File: src/rtl/gray_decoder_pipe.sv
// Two-stage pipelined Gray-to-binary decoder with valid/ready handshakes,
// single-bit step checking against the previous accepted word and a saturating violation count.
module gray_decoder_pipe #(
  parameter int unsigned WIDTH        = 8,
  parameter int unsigned CNT_W        = 8,
  parameter bit          ALLOW_REPEAT = 1'b1
) (
  input  logic             clk,
  input  logic             rst_n,
  input  logic             in_valid,
  output logic             in_ready,
  input  logic [WIDTH-1:0] gray_in,
  output logic             out_valid,
  input  logic             out_ready,
  output logic [WIDTH-1:0] binario_out,
  output logic             step_err,
  output logic [CNT_W-1:0] err_count,
  input  logic             clear_err
);

  localparam int unsigned HALF = WIDTH / 2;
  localparam int unsigned DW   = $clog2(WIDTH + 1);

  logic             s1_valid;
  logic [HALF-1:0]  s1_hi_bin;
  logic [HALF-1:0]  s1_lo_gray;
  logic             s1_err;

  logic             s2_valid;
  logic [WIDTH-1:0] s2_bin;
  logic             s2_err;

  logic             hist_valid;
  logic [WIDTH-1:0] prev_gray;

  logic             s2_load;
  logic             s1_load;
  logic             in_xfer;
  logic             out_xfer;

  logic [HALF-1:0]  hi_bin_c;
  logic [HALF-1:0]  lo_bin_c;
  logic [WIDTH-1:0] diff_c;
  logic [DW-1:0]    dist_c;
  logic             step_flag_c;

  // Stage advance; in_ready never looks at in_valid
  assign s2_load  = !s2_valid || out_ready;
  assign s1_load  = !s1_valid || s2_load;
  assign in_ready = s1_load;
  assign in_xfer  = in_valid && s1_load;
  assign out_xfer = s2_valid && out_ready;

  assign out_valid   = s2_valid;
  assign binario_out = s2_bin;
  assign step_err    = s2_err;

  // Upper half of the decode, straight from the incoming Gray word
  always_comb begin
    hi_bin_c = '0;
    hi_bin_c[HALF-1] = gray_in[WIDTH-1];
    for (int i = int'(HALF) - 2; i >= 0; i--) begin
      hi_bin_c[i] = hi_bin_c[i+1] ^ gray_in[HALF+i];
    end
  end

  // Lower half, continuing the prefix XOR from the stored b[HALF]
  always_comb begin
    lo_bin_c = '0;
    lo_bin_c[HALF-1] = s1_hi_bin[0] ^ s1_lo_gray[HALF-1];
    for (int i = int'(HALF) - 2; i >= 0; i--) begin
      lo_bin_c[i] = lo_bin_c[i+1] ^ s1_lo_gray[i];
    end
  end

  // Hamming distance to the previous accepted word; a clear in the same cycle leaves the word unchecked
  always_comb begin
    diff_c = gray_in ^ prev_gray;
    dist_c = '0;
    for (int i = 0; i < WIDTH; i++) begin
      dist_c = dist_c + DW'(diff_c[i]);
    end
    step_flag_c = hist_valid && !clear_err &&
                  ((dist_c > DW'(1)) || ((dist_c == '0) && !ALLOW_REPEAT));
  end

  always_ff @(posedge clk or negedge rst_n) begin
    if (!rst_n) begin
      s1_valid   <= 1'b0;
      s1_hi_bin  <= '0;
      s1_lo_gray <= '0;
      s1_err     <= 1'b0;
    end else if (s1_load) begin
      s1_valid <= in_valid;
      if (in_valid) begin
        s1_hi_bin  <= hi_bin_c;
        s1_lo_gray <= gray_in[HALF-1:0];
        s1_err     <= step_flag_c;
      end
    end
  end

  always_ff @(posedge clk or negedge rst_n) begin
    if (!rst_n) begin
      s2_valid <= 1'b0;
      s2_bin   <= '0;
      s2_err   <= 1'b0;
    end else if (s2_load) begin
      s2_valid <= s1_valid;
      if (s1_valid) begin
        s2_bin <= {s1_hi_bin, lo_bin_c};
        s2_err <= s1_err;
      end
    end
  end

  // History: an accepted word always becomes the new reference
  always_ff @(posedge clk or negedge rst_n) begin
    if (!rst_n) begin
      hist_valid <= 1'b0;
      prev_gray  <= '0;
    end else if (in_xfer) begin
      hist_valid <= 1'b1;
      prev_gray  <= gray_in;
    end else if (clear_err) begin
      hist_valid <= 1'b0;
    end
  end

  always_ff @(posedge clk or negedge rst_n) begin
    if (!rst_n) begin
      err_count <= '0;
    end else if (clear_err) begin
      err_count <= '0;
    end else if (out_xfer && s2_err && (err_count != '1)) begin
      err_count <= err_count + CNT_W'(1);
    end
  end

endmodule

File: config.mk
export PLATFORM = sky130hd
export DESIGN_NAME = gray_decoder_pipe
export DESIGN_NICKNAME = d
export VERILOG_FILES = /design/src/rtl/gray_decoder_pipe.sv
export SDC_FILE = /design/constraint.sdc
export NUM_CORES = 1
export LEC_CHECK = 0
export BUFFER_PORTS_ARGS = -buffer_cell sky130_fd_sc_hd__buf_2
export CORE_MARGIN = 2
export CORE_UTILIZATION = 49
export CTS_CLUSTER_DIAMETER = 200
export DETAILED_ROUTE_END_ITERATION = 6
export PLACE_DENSITY = 0.71
export SETUP_SLACK_MARGIN = 0.2
export SYNTH_ARGS = -nofsm -noshare
export SYNTH_HDL_FRONTEND = slang
export SYNTH_SLANG_ARGS = --single-unit
File: constraint.sdc
create_clock -name clk -period 3.2 [get_ports clk]
set_input_delay 0.16 -clock clk [delete_from_list [all_inputs] [get_ports clk]]
set_output_delay 0.16 -clock clk [all_outputs]
set_load 0.05 [all_outputs]
# Word-level counts from Yosys, hierarchy flattened
# Cells that the tools add are included.
# word_totals
register_bits	37
out_inout_bits	19
word_cells	47
inputBits	13
# op_classes
n_reduce_logical	15
n_mux	4
eq_ne	1
magnitude_cmp	1
addsub	8
n_bitwise	8
# ops
cell	n
$add A4 B1 Y4	4
$mux W8	2
$add A8 B1 Y8 const B	1
$ne A8 B8 Y1 const B	1
$xor A8 B8 Y8	1
$xor A1 B1 Y1	7
$logic_and A1 B1 Y1	6
$add A3 B1 Y4	1
$gt A4 B1 Y1 const B	1
$reduce_and A2 Y1	2
$reduce_bool A2 Y1	2
$add A2 B1 Y3	1
$logic_not A1 Y1	3
$add A1 B1 Y2	1
$logic_or A1 B1 Y1	2
$mux W1	2

# Depth between registers and ports, before layout
# depth
ltp_word	10
ltp_mapped	13
mapped_depth_nobuf	13

# Worst setup path before layout
# Ideal clock, no wire load.
# synth_timing
path_type	register -> register
from	register, netlist name s1_lo_gray[0]
to	register s1_err
stages_incl_launch_ff	13
period_less_slack_ps	3400
arrival_ps	3337
setup_ps	64
setup_slack_ps	-200
path_cell_list	dfrtp_1 -> xor2_1 -> fa_1 -> fa_1 -> inv_1 -> fa_1 -> inv_1 -> ha_1 -> inv_1 -> fa_1 -> mux2_2 -> a211oi_1 -> a21o_1
# synth_rtl
element	line	rtl
to (signal assigned)	98	s1_err <= step_flag_c;
to (decl)	27	logic s1_err;

==> results.cfg <==
[global_route]
antenna_found_initial = 0
grt_pass1_vias = 1079
grtUsageTotal_pct = 19.6
grt-ovfl-total = 0
grt_max_degree = 33
grt_pass1_wl_um = 5100

[routing]
drc = 0
antenna_left = 0
totalWireLength_um = 3100
viasPerCell = 5.14
wl_per_cell_um = 14.0
route.vias.total = 1137
first_iter_violations = 32
dr.pass1.iters = 4

[synth]
seq_area_frac_synth_pct = 49.8
synth_cell_type_count = 30
synth_seq_cells = 32
synth_edf_count = 0
synth_cells = 134
synthFlopType = dfrtp_1
syn-num-nets = 155
synthArstFlopShare_pct = 100
netlist_area_um2 = 1610
ys.warnings.count = 0
synth_most_common_cell = dfrtp_1
synthTopCellsByCount = 32 x dfrtp_1, 15 x mux2_2, 11 x nand2_1
synth_area_per_cell_um2 = 12.0
yosysTopAreaCell = dfrtp_1
synth_top_area_share_pct = 49.8
yosys-top-cells-area = dfrtp_1 50%, mux2_2 10%, xnor2_1 5.4%

[worst_setup_path]
end_kind = register
max_stage_delay_ns = 0.50
arrival_ns = 3.61
path_max_fanout = 2
worstPathCellList = xor2_2 -> fa_1 -> fa_1 -> inv_1 -> fa_1 -> inv_2 -> ha_4 -> inv_2 -> fa_2 -> a211oi_2 -> mux2_4 -> a211oi_2 -> a21o_1
crit_path_start_kind = register
required_ns = 3.43
cpMostUsedCell = fa_1
critPathKind = reg2reg
worst_path_max_delay_cell = fa_1

[sta]
finalHoldViolations = 0
postLayoutSetupSlackWorst_ns = -0.186
setup_viol = 1
worst_pin_slew_ns = 0.684
rsz0062_at_grt = true
fmax_ghz = 0.295
hold_ws_ns = 0.0424
slew_violations = 0
finClkSkew_ns = 0.00519
timing.final.crit_share_pct = 106
fin_crit_ns = 3.39
slew_headroom_pct = 54.4

[clock_network]
clk_pin_slew_ns = 0.10
cts_max_level = 2
cts_made_buffers = 5
cts_sinks = 32
clockBufferDepth = 2
clk_latency_ns = 0.33
cts_tree = yes
cts-root-buf = clkbuf_4

[floorplan]
start_util_pct = 52.3
die_x_um = 61.3
rows = 20
io_pins = 32
fp.dieArea_um2 = 3760
core-area_um2 = 3080
die_height_um = 61.3

[placed_design]
port_buffers = 31
place_area_um2 = 1860
gp_congestion = 0.810
place_hpwl_um = 2300

[cells_and_area]
finalNetCount = 197
post-route-util_pct = 63.8
fin_area_um2 = 1960
area_growth_syn_to_layout_pct = 22.1
drive_above_1_share_pct = 38.4
diodes = 0

[power]
power.density_nw_per_um2 = 754
finalPower_mw = 1.48
ir_drop_mv = 0.449
power.leakage_nw = 0.921

[outcome]
violations = negative setup slack
outcome = complete, but fails checks

[min_path]
min_path_type = in2reg

[run]
drv_cap = 0
timing repair:
action | CTS | global route
pin swaps | 4 | 2
hold buffers | 1 | 0
hold endpoints to repair | 32 | 0
buffers inserted | 1 | 1
endpoints found under the setup margin | 1 | 1
resized for setup | 1 | 3
kinds of logic after synthesis:
group / synth area share [%]
adder cells (fa/ha/maj): 8.09
flip-flops: 49.8
buffers and inverters: 1.94
AND/OR/NAND/NOR: 10.7
multiplexers: 11.1
AO/OA/AOI/OAI: 6.69
XOR/XNOR: 11.7
power by group:
part / switching [mW] / total, mW / internal (mW) / leakage, nW
Sequential: 0.0500 / 0.528 / 0.478 / 0.397
Combinational: 0.420 / 0.710 / 0.290 / 0.491
Clock: 0.135 / 0.244 / 0.108 / 0.0326
Total: 0.605 / 1.48 / 0.877 / 0.921
sequential cells by signal (all words and copies together) (netlist names):
name         cells
s1_lo_gray       3
binario_out      8
prev_gray        4
s1_valid         1
out_valid        1
hist_valid       1
step_err         1
s1_hi_bin        4
s1_err           1
err_count        8
path summary, 6_finish.rpt:
check	from	endpoint	slack, ns	cells after the start
max	s1_lo_gray[0]$_DFFE_PN0P_	s1_err$_DFFE_PN0P_	-0.19	13
min	in_valid	s1_valid$_DFFE_PN0N_	0.04	2
min reg2reg	s1_err$_DFFE_PN0P_	s1_err$_DFFE_PN0P_	0.48	1
max in group asynchronous	rst_n	step_err$_DFFE_PN0P_	2.36	2
max reg2reg	s1_lo_gray[0]$_DFFE_PN0P_	s1_err$_DFFE_PN0P_	-0.19	13
min in group asynchronous	rst_n	s1_hi_bin[1]$_DFFE_PN0P_	0.40	2
area by class of cell:
| type | instances | area [um2] |
|---|---|---|
| fillers | 251 | 1110 |
| repair buffers | 38 | 210 |
| well taps | 44 | 55.1 |
| multi-input cells | 94 | 821 |
| clock buffers | 8 | 58.8 |
| inverters | 5 | 18.8 |
| flip-flops and latches | 32 | 801 |
routing by layer:
| layer | wire, um | track usage (%) |
|---|---|---|
| met1 | 1430 | 25.8 |
| met3 | 135 | 5.67 |
| met2 | 1460 | 29.0 |
| met4 | 68 | 10.9 |
| met5 | 0 | 0 |
critical path: cells and delay by family, from the launching register on:
kind	cells	cell delay, ns
adders and majority gates	5	1.91
buffers and inverters	3	0.18
muxes	1	0.18
DFF	1	0.42
xor gates and xnor gates	1	0.16
AOI/OAI and AO/OA	3	0.43
metrics by stage:
| step | setup WS (ns) | setup TNS, ns | cells |
|---|---|---|---|
| after global routing | -0.327 | -0.327 | 221 |
| after CTS | -0.150 | -0.150 | 220 |
| after global placement | -0.0924 | -0.0924 | 210 |
| final | -0.186 | -0.186 | 221 |
| after detailed placement | -0.203 | -0.203 | 210 |
| after floorplan | -0.0738 | -0.0738 | 134 |
cell usage in the layout (no fill, tap or decap), types with 3 or more instances in the layout:
master    netlist  layout
xnor2_1        10      10
mux2_2         15      14
fa_1            4       3
clkbuf_4        0       5
o21ai_0         6       6
dfrtp_1        32      32
inv_1           5       3
nand2_1        11      11
nand2b_1        4       4
nand3_1         4       4
buf_2           1      31
buf_4           0       6
ha_1            4       3
nor2_1          6       6
xor2_1          9       7
(Power assumes the default switching activity.)
